===== config.mk =====
export PLATFORM = sky130hd
export DESIGN_NAME = iomem_ram_ctrl
export DESIGN_NICKNAME = d
export VERILOG_FILES = /design/src/rtl/iomem_pkg.sv /design/src/rtl/iomem_stat_cnt.sv /design/src/rtl/iomem_ram_ctrl.sv
export SDC_FILE = /design/constraint.sdc
export NUM_CORES = 1
export LEC_CHECK = 0
export CAP_MARGIN = 10
export CORE_ASPECT_RATIO = 1.75
export CORE_MARGIN = 3
export CORE_UTILIZATION = 35
export DETAILED_ROUTE_END_ITERATION = 6
export GPL_ROUTABILITY_DRIVEN = 0
export REMOVE_ABC_BUFFERS = 1
export SYNTH_ARGS = -nofsm -noshare
export SYNTH_HDL_FRONTEND = slang
export SYNTH_HIERARCHICAL = 1
export SYNTH_SLANG_ARGS = --single-unit
export TNS_END_PERCENT = 20

===== constraint.sdc =====
create_clock -name clk_wiz_o -period 4.11 [get_ports clk_wiz_o]
set_input_delay 1.233 -clock clk_wiz_o [delete_from_list [all_inputs] [get_ports clk_wiz_o]]
set_output_delay 1.233 -clock clk_wiz_o [all_outputs]
set_load 0.02 [all_outputs]

===== src/rtl/iomem_pkg.sv =====
// iomem_pkg
// Shared definitions for the iomem bus slaves.
//   - FSM state encoding for the RAM window controller (IDLE/WAIT/RESP)
//   - RAM window base/mask defaults
//   - Timer peripheral register addresses, shared with the top level
//   - addr_hit(): base/mask window decode helper
package iomem_pkg;

  // FSM state type and its legacy-compatible encodings
  typedef logic [1:0] iomem_state_t;

  localparam iomem_state_t IDLE = 2'd0;
  localparam iomem_state_t WAIT = 2'd1;
  localparam iomem_state_t RESP = 2'd2;

  // Main memory window: 1 MiB at 0x4000_0000
  localparam logic [31:0] RAM_BASE_ADDR = 32'h4000_0000;
  localparam logic [31:0] RAM_MASK_ADDR = 32'h000f_ffff;

  // Timer peripheral registers
  localparam logic [31:0] TIMER_ADDR     = 32'h3000_0000;
  localparam logic [31:0] TIMER_CMP_ADDR = 32'h3000_0004;

  // An address hits a window when every bit outside the mask equals the base
  function automatic logic addr_hit(input logic [31:0] addr,
                                    input logic [31:0] base,
                                    input logic [31:0] mask);
    return (addr & ~mask) == base;
  endfunction

endpackage


===== src/rtl/iomem_stat_cnt.sv =====
// iomem_stat_cnt
// Increment-enable statistics counter that wraps modulo 2^CNT_W.
// Ports:
//   clk_wiz_o  in   system clock
//   rst_n      in   synchronous active-low reset, clears the count
//   inc        in   add one to the count on this clock edge
//   count      out  current count
module iomem_stat_cnt #(
  parameter int CNT_W = 16
) (
  input  logic             clk_wiz_o,
  input  logic             rst_n,
  input  logic             inc,
  output logic [CNT_W-1:0] count
);

  localparam logic [CNT_W-1:0] ONE = {{(CNT_W-1){1'b0}}, 1'b1};

  // Wrap-around is the natural overflow of the adder
  always_ff @(posedge clk_wiz_o) begin
    if (!rst_n) begin
      count <= '0;
    end else if (inc) begin
      count <= count + ONE;
    end
  end

endmodule


===== src/rtl/iomem_ram_ctrl.sv =====
// iomem_ram_ctrl
// RAM window controller on the core's iomem bus. Decodes a base/mask window,
// emulates separate programmable read/write latencies with a down-counter
// FSM, produces exactly one ready pulse per transaction, commits each write
// exactly once and aborts if the request is withdrawn or changed while
// waiting. Completion/abort counters are exposed for debug.
// Ports:
//   clk_wiz_o    in   system clock
//   rst_n        in   synchronous active-low reset
//   iomem_valid  in   core request valid
//   iomem_wstrb  in   byte strobes, 0 = read
//   iomem_addr   in   request address
//   sel_o        out  combinational window hit (valid & address match)
//   ready_o      out  one-cycle completion pulse
//   mem_rd_en_o  out  RAM read enable (accept cycle through RESP, reads only)
//   mem_wstrb_o  out  RAM byte write strobes, driven in RESP of writes only
//   busy_o       out  FSM not in IDLE
//   rd_cnt_o     out  completed reads
//   wr_cnt_o     out  completed writes
//   abort_cnt_o  out  aborted transactions
// RD_LAT and WR_LAT must lie in 1..255.
module iomem_ram_ctrl
  import iomem_pkg::*;
#(
  parameter logic [31:0] BASE_ADDR = RAM_BASE_ADDR,
  parameter logic [31:0] MASK_ADDR = RAM_MASK_ADDR,
  parameter int          RD_LAT    = 16,
  parameter int          WR_LAT    = 16,
  parameter int          CNT_W     = 16
) (
  input  logic             clk_wiz_o,
  input  logic             rst_n,
  input  logic             iomem_valid,
  input  logic [3:0]       iomem_wstrb,
  input  logic [31:0]      iomem_addr,
  output logic             sel_o,
  output logic             ready_o,
  output logic             mem_rd_en_o,
  output logic [3:0]       mem_wstrb_o,
  output logic             busy_o,
  output logic [CNT_W-1:0] rd_cnt_o,
  output logic [CNT_W-1:0] wr_cnt_o,
  output logic [CNT_W-1:0] abort_cnt_o
);

  // Counter preload is latency-1: the accept edge itself counts as one cycle
  localparam logic [7:0] RD_LOAD = 8'(RD_LAT - 1);
  localparam logic [7:0] WR_LOAD = 8'(WR_LAT - 1);

  iomem_state_t state_q;
  iomem_state_t state_d;
  logic [7:0]   lat_cnt_q;
  logic [7:0]   lat_cnt_d;
  logic         is_wr_q;
  logic [3:0]   wstrb_q;
  logic [31:0]  addr_q;

  logic         req_is_wr;
  logic         req_changed;
  logic         accept;
  logic [7:0]   load_val;
  logic [7:0]   lat_dec;
  logic         rd_done;
  logic         wr_done;
  logic         abort;

  assign req_is_wr = |iomem_wstrb;
  assign sel_o     = iomem_valid & addr_hit(iomem_addr, BASE_ADDR, MASK_ADDR);
  assign load_val  = req_is_wr ? WR_LOAD : RD_LOAD;
  assign lat_dec   = lat_cnt_q - 8'd1;

  // The request must stay identical while waiting, otherwise the core has
  // moved on and completing it would ack or write the wrong access
  assign req_changed = !iomem_valid
                     || (iomem_addr  != addr_q)
                     || (iomem_wstrb != wstrb_q);

  // Next-state logic; abort takes priority over reaching RESP
  always_comb begin
    state_d   = state_q;
    lat_cnt_d = lat_cnt_q;
    accept    = 1'b0;
    rd_done   = 1'b0;
    wr_done   = 1'b0;
    abort     = 1'b0;
    case (state_q)
      IDLE: begin
        if (sel_o) begin
          accept    = 1'b1;
          lat_cnt_d = load_val;
          state_d   = (load_val == 8'd0) ? RESP : WAIT;
        end
      end
      WAIT: begin
        if (req_changed) begin
          abort     = 1'b1;
          lat_cnt_d = 8'd0;
          state_d   = IDLE;
        end else begin
          lat_cnt_d = lat_dec;
          if (lat_dec == 8'd0) begin
            state_d = RESP;
          end
        end
      end
      RESP: begin
        rd_done = !is_wr_q;
        wr_done = is_wr_q;
        state_d = IDLE;
      end
      default: begin
        state_d   = IDLE;
        lat_cnt_d = 8'd0;
      end
    endcase
  end

  // State and latency counter registers
  always_ff @(posedge clk_wiz_o) begin
    if (!rst_n) begin
      state_q   <= IDLE;
      lat_cnt_q <= 8'd0;
    end else begin
      state_q   <= state_d;
      lat_cnt_q <= lat_cnt_d;
    end
  end

  // Request latches, captured only on accept
  always_ff @(posedge clk_wiz_o) begin
    if (!rst_n) begin
      is_wr_q <= 1'b0;
      wstrb_q <= 4'd0;
      addr_q  <= 32'd0;
    end else if (accept) begin
      is_wr_q <= req_is_wr;
      wstrb_q <= iomem_wstrb;
      addr_q  <= iomem_addr;
    end
  end

  // Read enable starts combinationally in the accept cycle so RAM data has
  // settled long before ready; gated by rst_n so reset holds it low
  assign mem_rd_en_o = (state_q == IDLE) ? (rst_n & sel_o & ~req_is_wr)
                                         : ~is_wr_q;
  assign ready_o     = (state_q == RESP);
  assign mem_wstrb_o = ((state_q == RESP) && is_wr_q) ? wstrb_q : 4'd0;
  assign busy_o      = (state_q != IDLE);

  iomem_stat_cnt #(.CNT_W(CNT_W)) u_rd_cnt (
    .clk_wiz_o (clk_wiz_o),
    .rst_n     (rst_n),
    .inc       (rd_done),
    .count     (rd_cnt_o)
  );

  iomem_stat_cnt #(.CNT_W(CNT_W)) u_wr_cnt (
    .clk_wiz_o (clk_wiz_o),
    .rst_n     (rst_n),
    .inc       (wr_done),
    .count     (wr_cnt_o)
  );

  iomem_stat_cnt #(.CNT_W(CNT_W)) u_abort_cnt (
    .clk_wiz_o (clk_wiz_o),
    .rst_n     (rst_n),
    .inc       (abort),
    .count     (abort_cnt_o)
  );

endmodule


==> flow_summary_export.csv <==
group,metric,value,unit
power,vdd_ir_drop_max,0.000173,V
placement,dp_slack,-210,ps
sta,hold_viol,0,
synth,synth_edf_count,0,
power,powerDensity,296,mW/mm^2
synth,netlist_instances,546,
cells_and_area,area_delta_synth_final,33.1,%
sta,setup_viol,0,
setup_path,r2r_cells,6,
detailed_routing,routed_via_density,5.00,
power,switching_power,0.000417,W
power,power_frac_clock,43.4,%
setup_path,cp.required,2880,ps
power,switching_share,23.0,%
global_routing,antenna_found_initial,0,
synth,synth_area,0.00461,sq mm
power,intPower,0.00140,W
global_routing,grt_pass1_vias,4122,
clock_tree,clkLatencyLatePin,340,ps
detailed_routing,initialDrtViolationCount,109,
clock_tree,cts_num_sinks,95,
sta,hold_slack,465,ps
flow_run,maxCapViolCount,0,
cells_and_area,num_antenna_cells,0,
clock_tree,clk_pin_slew,70,ps
sta,slew_violations,0,
cells_and_area,drive_gt1_share,8.94,%
power,combPwrFrac,5.8,%
detailed_routing,vias,4141,
floorplanning,fp.dieW,92.7,um
setup_path,path_delay_family,"buffers and inverters",
hold_path,min_path_type,"flip-flop to flip-flop",
floorplanning,ios,95,
power,p_leak,2.14,nW
clock_tree,ctsHoldBuffers,0,
synth,muxShareOfSynthArea,2.61,%
power,power,0.00181,W
sta,fin_crit,3940,ps
setup_path,crit_arrival,2710,ps
clock_tree,cts_buffers,9,
synth,synth_fa_ha_area_share,1.36,%
detailed_routing,ant_nets,0,
detailed_routing,wirelength,11600,um
sta,fin_ws,165,ps
synth,synth_common_cells,"95 x dfxtp_1, 88 x nand2_1, 49 x xnor2_1",
hold_path,min_from,"addr_q[2]",
clock_tree,cts_max_level,3,
cells_and_area,nets,699,
detailed_routing,wl_per_cell,14.0,um
global_routing,grt_start_max_net_pins,40,
detailed_routing,remaining_drc_errors,0,
sta,fin_crit_sh,96.0,%
clock_tree,post_cts_buffers,0,
synth,ys.flop_type,"dfxtp_1",
sta,relSlewSlack,58.1,%
setup_path,r2r_setup_slack,1400,ps
power,seqPwrFrac,50.7,%
setup_path,cp-end-kind,"output pin",
placement,io_buffers,94,
setup_path,crit_chain,"clkdlybuf4s50_1, nor4bb_1, nand4_1, buf_4, inv_2, dlygate4sd2_1",
placement,dp_hpwl,8730,um
synth,yosysUniqueCellTypes,47,
setup_path,cp_num_buf_inv,4,
status,status,"completed",
sta,rsz0062_at_grt,"false",
detailed_routing,firstDrtPassIters,4,
synth,ys_top_cells_by_area,"dfxtp_1 41%, xnor2_1 9.3%, nand2_1 7.2%",
synth,yosysSeqAreaShare,41.3,%
synth,synth_top_area_share,41.3,%
setup_path,path_depth,6,
floorplanning,dieArea,0.0146,sq mm
synth,synthXorXnorAreaFrac,12.5,%
setup_path,cp-endpoint,"sel_o",
synth,yosysMostFrequentCell,"dfxtp_1",
sta,worst_pin_slew,628,ps
synth,synth-compound-area-share,6.44,%
synth,ys_async_sr_fraction,0,%
setup_path,crit_slowest_cell,"clkdlybuf4s50_1",
synth,yosysWarningCount,6,
setup_path,critPathMaxStageDelay,470,ps
clock_tree,clockBufferDepth,2,
sta,skew,7.32,ps
floorplanning,coreArea,0.0127,sq mm
synth,ys_ff_latch,95,
floorplanning,rows,54,
setup_path,worstPathMaxFanout,2,
floorplanning,die_y,158,um
setup_path,cp-start-kind,"primary input",
clock_tree,cts_tree,"yes",
setup_path,rr_endpoint,"u_rd_cnt/count[13]",
synth,syn_avg_cell_area,8.44,sq um
floorplanning,initial_core_util,36.3,%
synth,synth_top_cell_by_area,"dfxtp_1",
global_routing,grt_usage,16.1,%
global_routing,overflow,0,
setup_path,cp-startpoint,"iomem_addr[30]",
setup_path,timing_worst_setup_path_type,"primary input to output pin",
synth,synth_top_family_by_area,"simple AND/OR/NAND/NOR gates",
setup_path,r2r-start,"state_q[1]",
global_routing,grt_pass1_wl,19100,um
synth,synthSimpleGateAreaFrac,32.9,%
sta,clock.fmax,254,MHz
clock_tree,cts_root_buf,"clkbuf_16",
timing repair:
action                     in CTS  in global routing
setup endpoints to repair       2                  0
hold endpoints to repair        0                  0
gates resized for setup         3                  0
metal layers:
layer | GRT usage [%] | routed length, um
met1 | 17.1 | 4600
met2 | 31.0 | 6220
met4 | 6.99 | 310
met3 | 2.62 | 440
met5 | 0 | 0
tightest hold or removal path, stage by stage (launching register included):
cell     delay, ps
dfxtp_1        320
nand2_1         50
a21oi_1         50
registers in the layout, indices dropped and copies added, names as in the netlist:
| name | cells |
|---|---|
| u_wr_cnt/count | 16 |
| lat_cnt_q | 8 |
| addr_q | 32 |
| state_q | 2 |
| is_wr_q | 1 |
| u_rd_cnt/count | 16 |
| wstrb_q | 4 |
| u_abort_cnt/count | 16 |
cells in the final DEF (no fill, tap or decap), types with 5 or more instances in the layout:
cell type / Yosys / layout
clkdlybuf4s50_1: 0 / 92
a21oi_1: 36 / 36
xor2_1: 15 / 15
inv_1: 15 / 15
nand2b_1: 17 / 17
xnor2_1: 49 / 49
nor4_1: 14 / 13
nand3_1: 20 / 20
buf_4: 0 / 22
nor2_1: 48 / 48
mux2i_1: 12 / 12
clkbuf_16: 0 / 9
and3_1: 16 / 16
nor3_1: 16 / 16
ha_1: 5 / 5
nand2_1: 88 / 88
or3_1: 5 / 5
dfxtp_1: 95 / 95
nand4_1: 18 / 18
per-stage QoR:
stage / util (%) / setup TNS [ps] / instance area [sq um] / cells
finish: 48.3 / 0 / 6130 / 828
global route: 48.3 / 0 / 6130 / 828
CTS: 48.3 / 0 / 6130 / 828
detailed placement: 46.1 / -377 / 5850 / 812
global placement: 46.1 / -356 / 5850 / 812
floorplan: - / 0 / 4540 / 528
power groups by stage:
| stage | sequential, W | combinational [W] | clock, W |
|---|---|---|---|
| 5_1_grt | 0.000919 | 0.000114 | 0.000849 |
| 2_1_floorplan | 0.000941 | 0.0000331 | 0 |
| 4_1_cts | 0.000920 | 0.000107 | 0.000815 |
| 3_3_place_gp | 0.000941 | 0.000106 | 0 |
| 3_5_place_dp | 0.000941 | 0.000106 | 0 |
| 6_report | 0.000920 | 0.000106 | 0.000788 |
final cells by class:
| class | count | area (sq um) |
|---|---|---|
| Sequential cell | 95 | 1900 |
| Timing Repair Buffer | 116 | 1100 |
| Clock inverter | 5 | 42.5 |
| Tap cell | 168 | 210 |
| Fill cell | 1283 | 6570 |
| Inverter | 17 | 63.8 |
| Multi-Input combinational cell | 416 | 2580 |
| Clock buffer | 11 | 233 |
logic make-up after synthesis:
group	Yosys count
adder cells (fa/ha/maj)	5
multiplexers	12
flip-flops	95
AO/OA/AOI/OAI	53
XOR/XNOR	65
AND/OR/NAND/NOR	281
buffers and inverters	35
how the worst min path moves through the flow:
stage,depth (start not counted),end,slack (ps)
after floorplan,2,addr_q[2],440
after global placement,2,addr_q[3],450
after detailed placement,2,addr_q[2],460
after CTS,2,addr_q[2],470
after global routing,2,addr_q[18],480
final,2,addr_q[2],470
Power figures use the tool's default switching activity.
